--- src/rtl/mult_arb_pkg.sv ---
// Shared types and helpers for the multiplier-sharing scheduler and its arbiter.
package mult_arb_pkg;

    typedef enum logic [1:0] {
        IDLE  = 2'd0,
        RUN   = 2'd1,
        DRAIN = 2'd2
    } arb_state_t;

    localparam int MAX_REQ = 32;

    function automatic int id_width(input int n);
        return (n > 1) ? $clog2(n) : 1;
    endfunction

    // Grants are one-hot, so OR-ing the indices of set bits yields the index.
    function automatic int onehot_to_idx(input logic [MAX_REQ-1:0] oh);
        int idx;
        idx = 0;
        for (int i = 0; i < MAX_REQ; i++) begin
            if (oh[i]) idx = idx | i;
        end
        return idx;
    endfunction

endpackage

--- src/rtl/mult_share_arb_rr_pick.sv ---
// Combinational single-grant picker. MULT_ARB_RR_EN selects round robin starting
// at ptr; without it the lowest requesting index wins and there is no ptr port.
module rr_pick
    import mult_arb_pkg::*;
#(
    parameter int N = 4
`ifdef MULT_ARB_RR_EN
    , parameter int PTR_W = id_width(N)
`endif
) (
    input  logic [N-1:0]     req,
`ifdef MULT_ARB_RR_EN
    input  logic [PTR_W-1:0] ptr,
`endif
    output logic [N-1:0]     gnt
);

`ifdef MULT_ARB_RR_EN
    logic [2*N-1:0] dbl_req;
    logic [2*N-1:0] dbl_gnt;
    logic [N-1:0]   rot_req;
    logic [N-1:0]   rot_gnt;

    // Rotate so ptr sits at bit 0, take the lowest set bit, rotate back.
    always_comb begin
        dbl_req = {req, req} >> ptr;
        rot_req = dbl_req[N-1:0];
        rot_gnt = rot_req & (~rot_req + N'(1));
        dbl_gnt = {rot_gnt, rot_gnt} << ptr;
        gnt     = dbl_gnt[2*N-1:N];
    end
`else
    assign gnt = req & (~req + N'(1));
`endif

endmodule

--- src/rtl/mult_share_arb.sv ---
// Shares one pipelined multiplier among NUM_REQ requesters, steering each product
// back by a tag pipeline. MULT_ARB_RR_EN enables round robin, else fixed priority.
module mult_share_arb
    import mult_arb_pkg::*;
#(
    parameter int NUM_REQ = 4,
    parameter int DATA_W  = 16,
    parameter int LAT     = 4
) (
    input  logic                        clk,
    input  logic                        rst_n,
    input  logic                        en,
    input  logic [NUM_REQ-1:0]          req_valid,
    input  logic [NUM_REQ*DATA_W-1:0]   req_opa,
    input  logic [NUM_REQ*DATA_W-1:0]   req_opb,
    output logic [NUM_REQ-1:0]          req_ready,
    output logic [NUM_REQ-1:0]          rsp_valid,
    output logic [2*DATA_W-1:0]         rsp_data,
    output logic [DATA_W-1:0]           mult_opa,
    output logic [DATA_W-1:0]           mult_opb,
    input  logic [2*DATA_W-1:0]         mult_out,
    output logic                        idle
);

    localparam int ID_W  = id_width(NUM_REQ);
    localparam int CNT_W = $clog2(LAT + 2);

    arb_state_t          state;
    logic [NUM_REQ-1:0]  cand;
    logic [NUM_REQ-1:0]  grant;
    logic                hs;
    logic [ID_W-1:0]     g;
    logic [LAT:0]        vld_p;
    logic [ID_W-1:0]     id_p [LAT+1];
    logic [CNT_W-1:0]    inflight;
    logic [CNT_W-1:0]    inflight_next;

    assign cand      = (state == RUN) ? req_valid : '0;
    assign req_ready = grant;
    assign hs        = |grant;
    assign g         = ID_W'(onehot_to_idx(MAX_REQ'(grant)));

`ifdef MULT_ARB_RR_EN
    logic [ID_W-1:0] ptr;

    rr_pick #(.N(NUM_REQ), .PTR_W(ID_W)) u_pick (
        .req (cand),
        .ptr (ptr),
        .gnt (grant)
    );

    always_ff @(posedge clk or negedge rst_n) begin
        if (!rst_n)
            ptr <= '0;
        else if (hs)
            ptr <= (g == ID_W'(NUM_REQ - 1)) ? '0 : g + ID_W'(1);
    end
`else
    rr_pick #(.N(NUM_REQ)) u_pick (
        .req (cand),
        .gnt (grant)
    );
`endif

    // Issue stage: operands captured on handshake, multiplier sees them next cycle
    always_ff @(posedge clk or negedge rst_n) begin
        if (!rst_n) begin
            mult_opa <= '0;
            mult_opb <= '0;
        end else if (hs) begin
            mult_opa <= req_opa[g*DATA_W +: DATA_W];
            mult_opb <= req_opb[g*DATA_W +: DATA_W];
        end
    end

    // Tag stages p0..pLAT: stage LAT lines up with mult_out for the tagged operands
    always_ff @(posedge clk or negedge rst_n) begin
        if (!rst_n)
            vld_p <= '0;
        else
            vld_p <= {vld_p[LAT-1:0], hs};
    end

    always_ff @(posedge clk) begin
        id_p[0] <= g;
        for (int s = 1; s <= LAT; s++) id_p[s] <= id_p[s-1];
    end

    always_comb begin
        rsp_valid = '0;
        if (vld_p[LAT]) rsp_valid[id_p[LAT]] = 1'b1;
    end

    assign rsp_data = mult_out;

    always_comb begin
        inflight_next = inflight;
        if (hs && !vld_p[LAT])
            inflight_next = inflight + CNT_W'(1);
        else if (!hs && vld_p[LAT])
            inflight_next = inflight - CNT_W'(1);
    end

    // Exits test the post-update count so idle rises right after the last response.
    always_ff @(posedge clk or negedge rst_n) begin
        if (!rst_n) begin
            state    <= IDLE;
            idle     <= 1'b1;
            inflight <= '0;
        end else begin
            inflight <= inflight_next;
            case (state)
                IDLE: begin
                    if (en) begin
                        state <= RUN;
                        idle  <= 1'b0;
                    end
                end
                RUN: begin
                    if (!en) begin
                        if (inflight_next == '0) begin
                            state <= IDLE;
                            idle  <= 1'b1;
                        end else begin
                            state <= DRAIN;
                        end
                    end
                end
                DRAIN: begin
                    if (inflight_next == '0) begin
                        state <= IDLE;
                        idle  <= 1'b1;
                    end
                end
                default: begin
                    state <= IDLE;
                    idle  <= 1'b1;
                end
            endcase
        end
    end

endmodule

--- config.mk ---
export PLATFORM = sky130hd
export DESIGN_NAME = mult_share_arb
export DESIGN_NICKNAME = d
export VERILOG_FILES = /design/src/rtl/mult_arb_pkg.sv /design/src/rtl/mult_share_arb_rr_pick.sv /design/src/rtl/mult_share_arb.sv
export SDC_FILE = /design/constraint.sdc
export NUM_CORES = 1
export LEC_CHECK = 0
export CORE_ASPECT_RATIO = 0.8
export CORE_UTILIZATION = 31
export DETAILED_ROUTE_END_ITERATION = 12
export GPL_ROUTABILITY_DRIVEN = 0
export PLACE_DENSITY = 0.75
export SYNTH_ARGS = -nofsm -noshare
export SYNTH_HDL_FRONTEND = slang
export SYNTH_SLANG_ARGS = --single-unit
--- constraint.sdc ---
create_clock -name clk -period 2 [get_ports clk]
set_input_delay 0.2 -clock clk [delete_from_list [all_inputs] [get_ports clk]]
set_output_delay 0.2 -clock clk [all_outputs]
set_load 0.01 [all_outputs]
==> results <==
- The highest cell delay on the worst timing path is 0.51 ns.
- Summing over every cut layer, the via total after detailed routing is 2,898.
- Tracing the worst setup path back leads to its startpoint at req_valid[0].
- Setup violations remaining at the end of the flow were counted as 0.
- The number of global-route vias before repair came to 2,918.
- The worst-case reg-to-reg path depth is 10.
- The worst hold slack is 0.328 ns.
- Subtracting the final worst setup slack from the clock period gives 1.97 ns.
- The buffer cell driving the clock tree root is clkbuf_16.
- The slew at the pin with the worst max-slew slack is 0.543 ns.
- The internal portion of the total power is 0.00378 W.
- The worst min-delay path class is register to register.
- For this run, the detailed router's first-pass iteration total came to 6.
- The end of the worst register-to-register path is mult_opb[8].
- The number of fill cells is 890.
- The worst hold path begins at id_p[0][2].
- The mean routed wirelength per cell is 14.5 um.
- The average size of a mapped cell is 9.77 um2.
- The number of endpoints with negative hold slack in the final report is 0.
- The largest individual stage delay along the critical path comes from the cell clkdlybuf4s50_1.
- The largest fanout of any net on the critical path is 6.
- The worst vdd rail ir drop is 0.455 mV.
- By area the synthesized netlist is led by dfrtp_1, mux2_2, mux2i_1.
- The maximum achievable frequency is 507 MHz.
- The standard cell core area is 0.00977 mm2.
- The residual DRC count is 0.
- 0 antenna diodes ended up in the layout.
- For this run, the share of the core covered by cells in the final layout is 54.3%.
- The final sum of negative setup slack is 0 ns.
- The power density relative to cell area is 1100 mW/mm2.
- For this design the total switching power over the nets is 0.00206 W.
- The cell count of the worst hold path is 0.
- The fraction of power spent switching nets is 35.2%.
- The worst endpoint data arrival time is 2.16 ns.
- The combinational cell fraction of total power is 54.6%.
- The critical path goes through clkdlybuf4s50_1 -> o41ai_4 -> buf_6 -> mux2i_1 -> xor2_1 -> nor2_1 -> o311ai_1.
- The global routing usage summed across all routing layers is 16.2%.
- The number of antenna violations at the first check in global routing came to 0.
- The commonest register cell after synthesis is dfrtp_1.
- The die area is 0.0106 mm2.
- The global-route wire length before repair is 13,500 um.
- The post-layout net count is 652.
- The H-tree was split into 2 levels.
- The count of input and output buffers is 175.
- The source-to-sink clock delay at the later pin of the worst-skew pair is 0.28 ns.
- The number of rows in the core area is 32.
- The static leakage is 2.34 nW.
- The library cell used most frequently in the layout, excluding fill and tap cells, is clkdlybuf4s50_1.
- The normalized max-slew margin is 63.8%.
- The initial utilization of the core area, before any placement, comes to 32.4%.
- The final instance area is 0.00530 mm2.
- The share of total power in the clock network is 14.6%.
- Entering global routing, the biggest net connects 35 pins.
- The total clock buffers created by CTS is 5.
- The clock skew is 0.00624 ns.
- The number of buffer and inverter instances along the worst setup path is 2.
- Leaving out fill and tap cells, the most frequent cells in the layout are clkdlybuf4s50_1, dfrtp_1, nand2_1, mux2i_1, o22ai_1.
- The TritonCTS clock tree is done.
- Of the synthesized area, sequential elements account for 40.4%.
- The total wire length after detailed routing is 8960 um.
- Clock-pin slew was measured on the worst setup and hold paths at 0.07 ns.
- In the final layout, the multi-input gates occupy 0.00159 mm2.
- The run finished with clean final reports.
- The top cell type by total area after synthesis is dfrtp_1.
- The required time of the worst setup path is 2.18 ns.
- The via-per-instance ratio is 4.70.
- The number of flops mapped to enable cells by yosys is 0.
- The number of max-cap violations is 0.
- In this run the number of cells on the critical path is 7.
- The max-slew violation count came to 0.
- In this run the deepest clock path goes through 2 buffers.
- The number of primary I/O pins is 240.
- The critical path is of the input pin to register type.
- The source of the worst register-to-register timing path is state[1].
- The remaining antenna violation count after routing is 0.
- The fraction of registers with async set/reset is 81.1%.
- The critical path's top delay family is compound AO/OA/AOI/OAI gates.
- After legalization and detailed placement, the total HPWL measured 6870 um.
- From synthesis to final layout, the design area changed by 67.5%.
- The total number of yosys warnings is 0.
- Summing all flip-flop and latch instances after layout gives 0.00128 mm2.
- In this run, synthesis produced a sequential element count of 53.
- Setup repair after global routing could not meet its margin everywhere.
- STA classifies the critical path startpoint as an input pin.
- The share of Yosys cell area claimed by the top area cell type is 33.2%.
- The height of the die is 92.4 um.
- The post-synthesis net count is 496.
- The sort of element at the end of the critical path is a register.
- The gate count of the mapped netlist is 324.
- Setup slack on the worst reg-to-reg path comes out at 0.03 ns.
- After synthesis, the netlist uses 33 different library cells.
- Clock tree synthesis found a total of 53 sinks.
- Per report_power, the sequential group accounts for 30.8% of the total.
- The cell area that synthesis handed to floorplanning was 0.00317 mm2.
- Cells with a size suffix above 1 make up 17.7% of the layout.
- The critical path ends at state[0].
- After the first detailed-routing iteration, the DRC count stood at 41.
- The final period utilization is 98.7%.
- After global routing the overflow that remains totals 0.
- The instance area after placement is 0.00500 mm2.
- The overall power of the completed layout is 0.00585 W.
- The horizontal extent of the die is 115 um.
[worst reg2reg max path, stage by stage (launching register included)]
cell,delay (ns)
dfrtp_1,0.40
inv_2,0.08
ha_4,0.14
nor2b_2,0.15
buf_6,0.13
nand2b_4,0.07
nor2_4,0.17
buf_6,0.14
clkbuf_16,0.15
mux2_2,0.33
o21ai_0,0.13
[layout make-up]
class | count | share of cell area (%)
clock buffer | 5 | 2.36
timing repair buffer | 203 | 39.3
tap | 136 | 3.21
inverter | 9 | 0.637
multi-input combinational | 208 | 30.0
sequential | 53 | 24.1
clock inverter | 3 | 0.401
[routing by layer]
| metal | up-vias | global-route usage, % | routed length [um] |
|---|---|---|---|
| li1 | 1435 | - | - |
| met5 | - | 0 | 0 |
| met3 | 14 | 6.35 | 828 |
| met1 | 1320 | 17.7 | 3550 |
| met4 | 0 | 4.11 | 118 |
| met2 | 129 | 29.1 | 4460 |
[cell families after synthesis]
family,count (synthesis),synth area share [%]
simple gates,59,8.46
buf+inv,63,11.7
compound gates,74,14.3
fa+ha+maj,5,1.98
mux,67,22.5
flops,53,40.4
xor+xnor,3,0.830
[cells in the mapped netlist (3+ instances only)]
master,n
buf_4,33
o22ai_1,33
nor2b_1,3
o21ai_0,22
o21ai_1,12
clkbuf_1,13
buf_2,7
ha_1,5
nor2_1,8
inv_1,9
mux2_2,32
mux2i_1,35
dfxtp_1,10
dfrtp_1,42
nand2_1,36
[stage by stage]
step | std cells | worst slack (ns)
finish | 617 | 0.0258
global route | 617 | -0.130
CTS | 611 | 0.00431
detailed placement | 602 | -0.210
global placement | 602 | -0.108
floorplan | 324 | 0.0254
[worst min-delay path by stage]
stage	to	slack, ns
after detailed placement	vld_p[4]	0.23
final	id_p[0][4]	0.33
after CTS	id_p[0][4]	0.33
after floorplan	inflight[0]	-0.1
after global routing	id_p[0][9]	0.34
after global placement	vld_p[4]	0.22
[flip-flops by register name, summed over array words and instances, names as in the netlist]
register and count:
id_p 10, idle 1, inflight 3, mult_opa 16, vld_p 5, state 2
mult_opb 16
[power by group through the flow]
stage	combinational (W)	sequential (W)	clock, W
final	0.00319	0.00180	0.000851
after global routing	0.00348	0.00187	0.000936
after CTS	0.00306	0.00181	0.000878
after detailed placement	0.00301	0.00182	0
after global placement	0.00293	0.00180	0
after floorplan	0.00143	0.00194	0
[repair_timing]
action,in CTS,in global routing
setup buffers,0,5
hold buffers,1,0
setup endpoints to repair,20,38
gates resized for setup,8,23
gates cloned,0,2
pin swaps,3,4
endpoints found under the hold margin,21,0
Power figures use the tool's default switching activity.
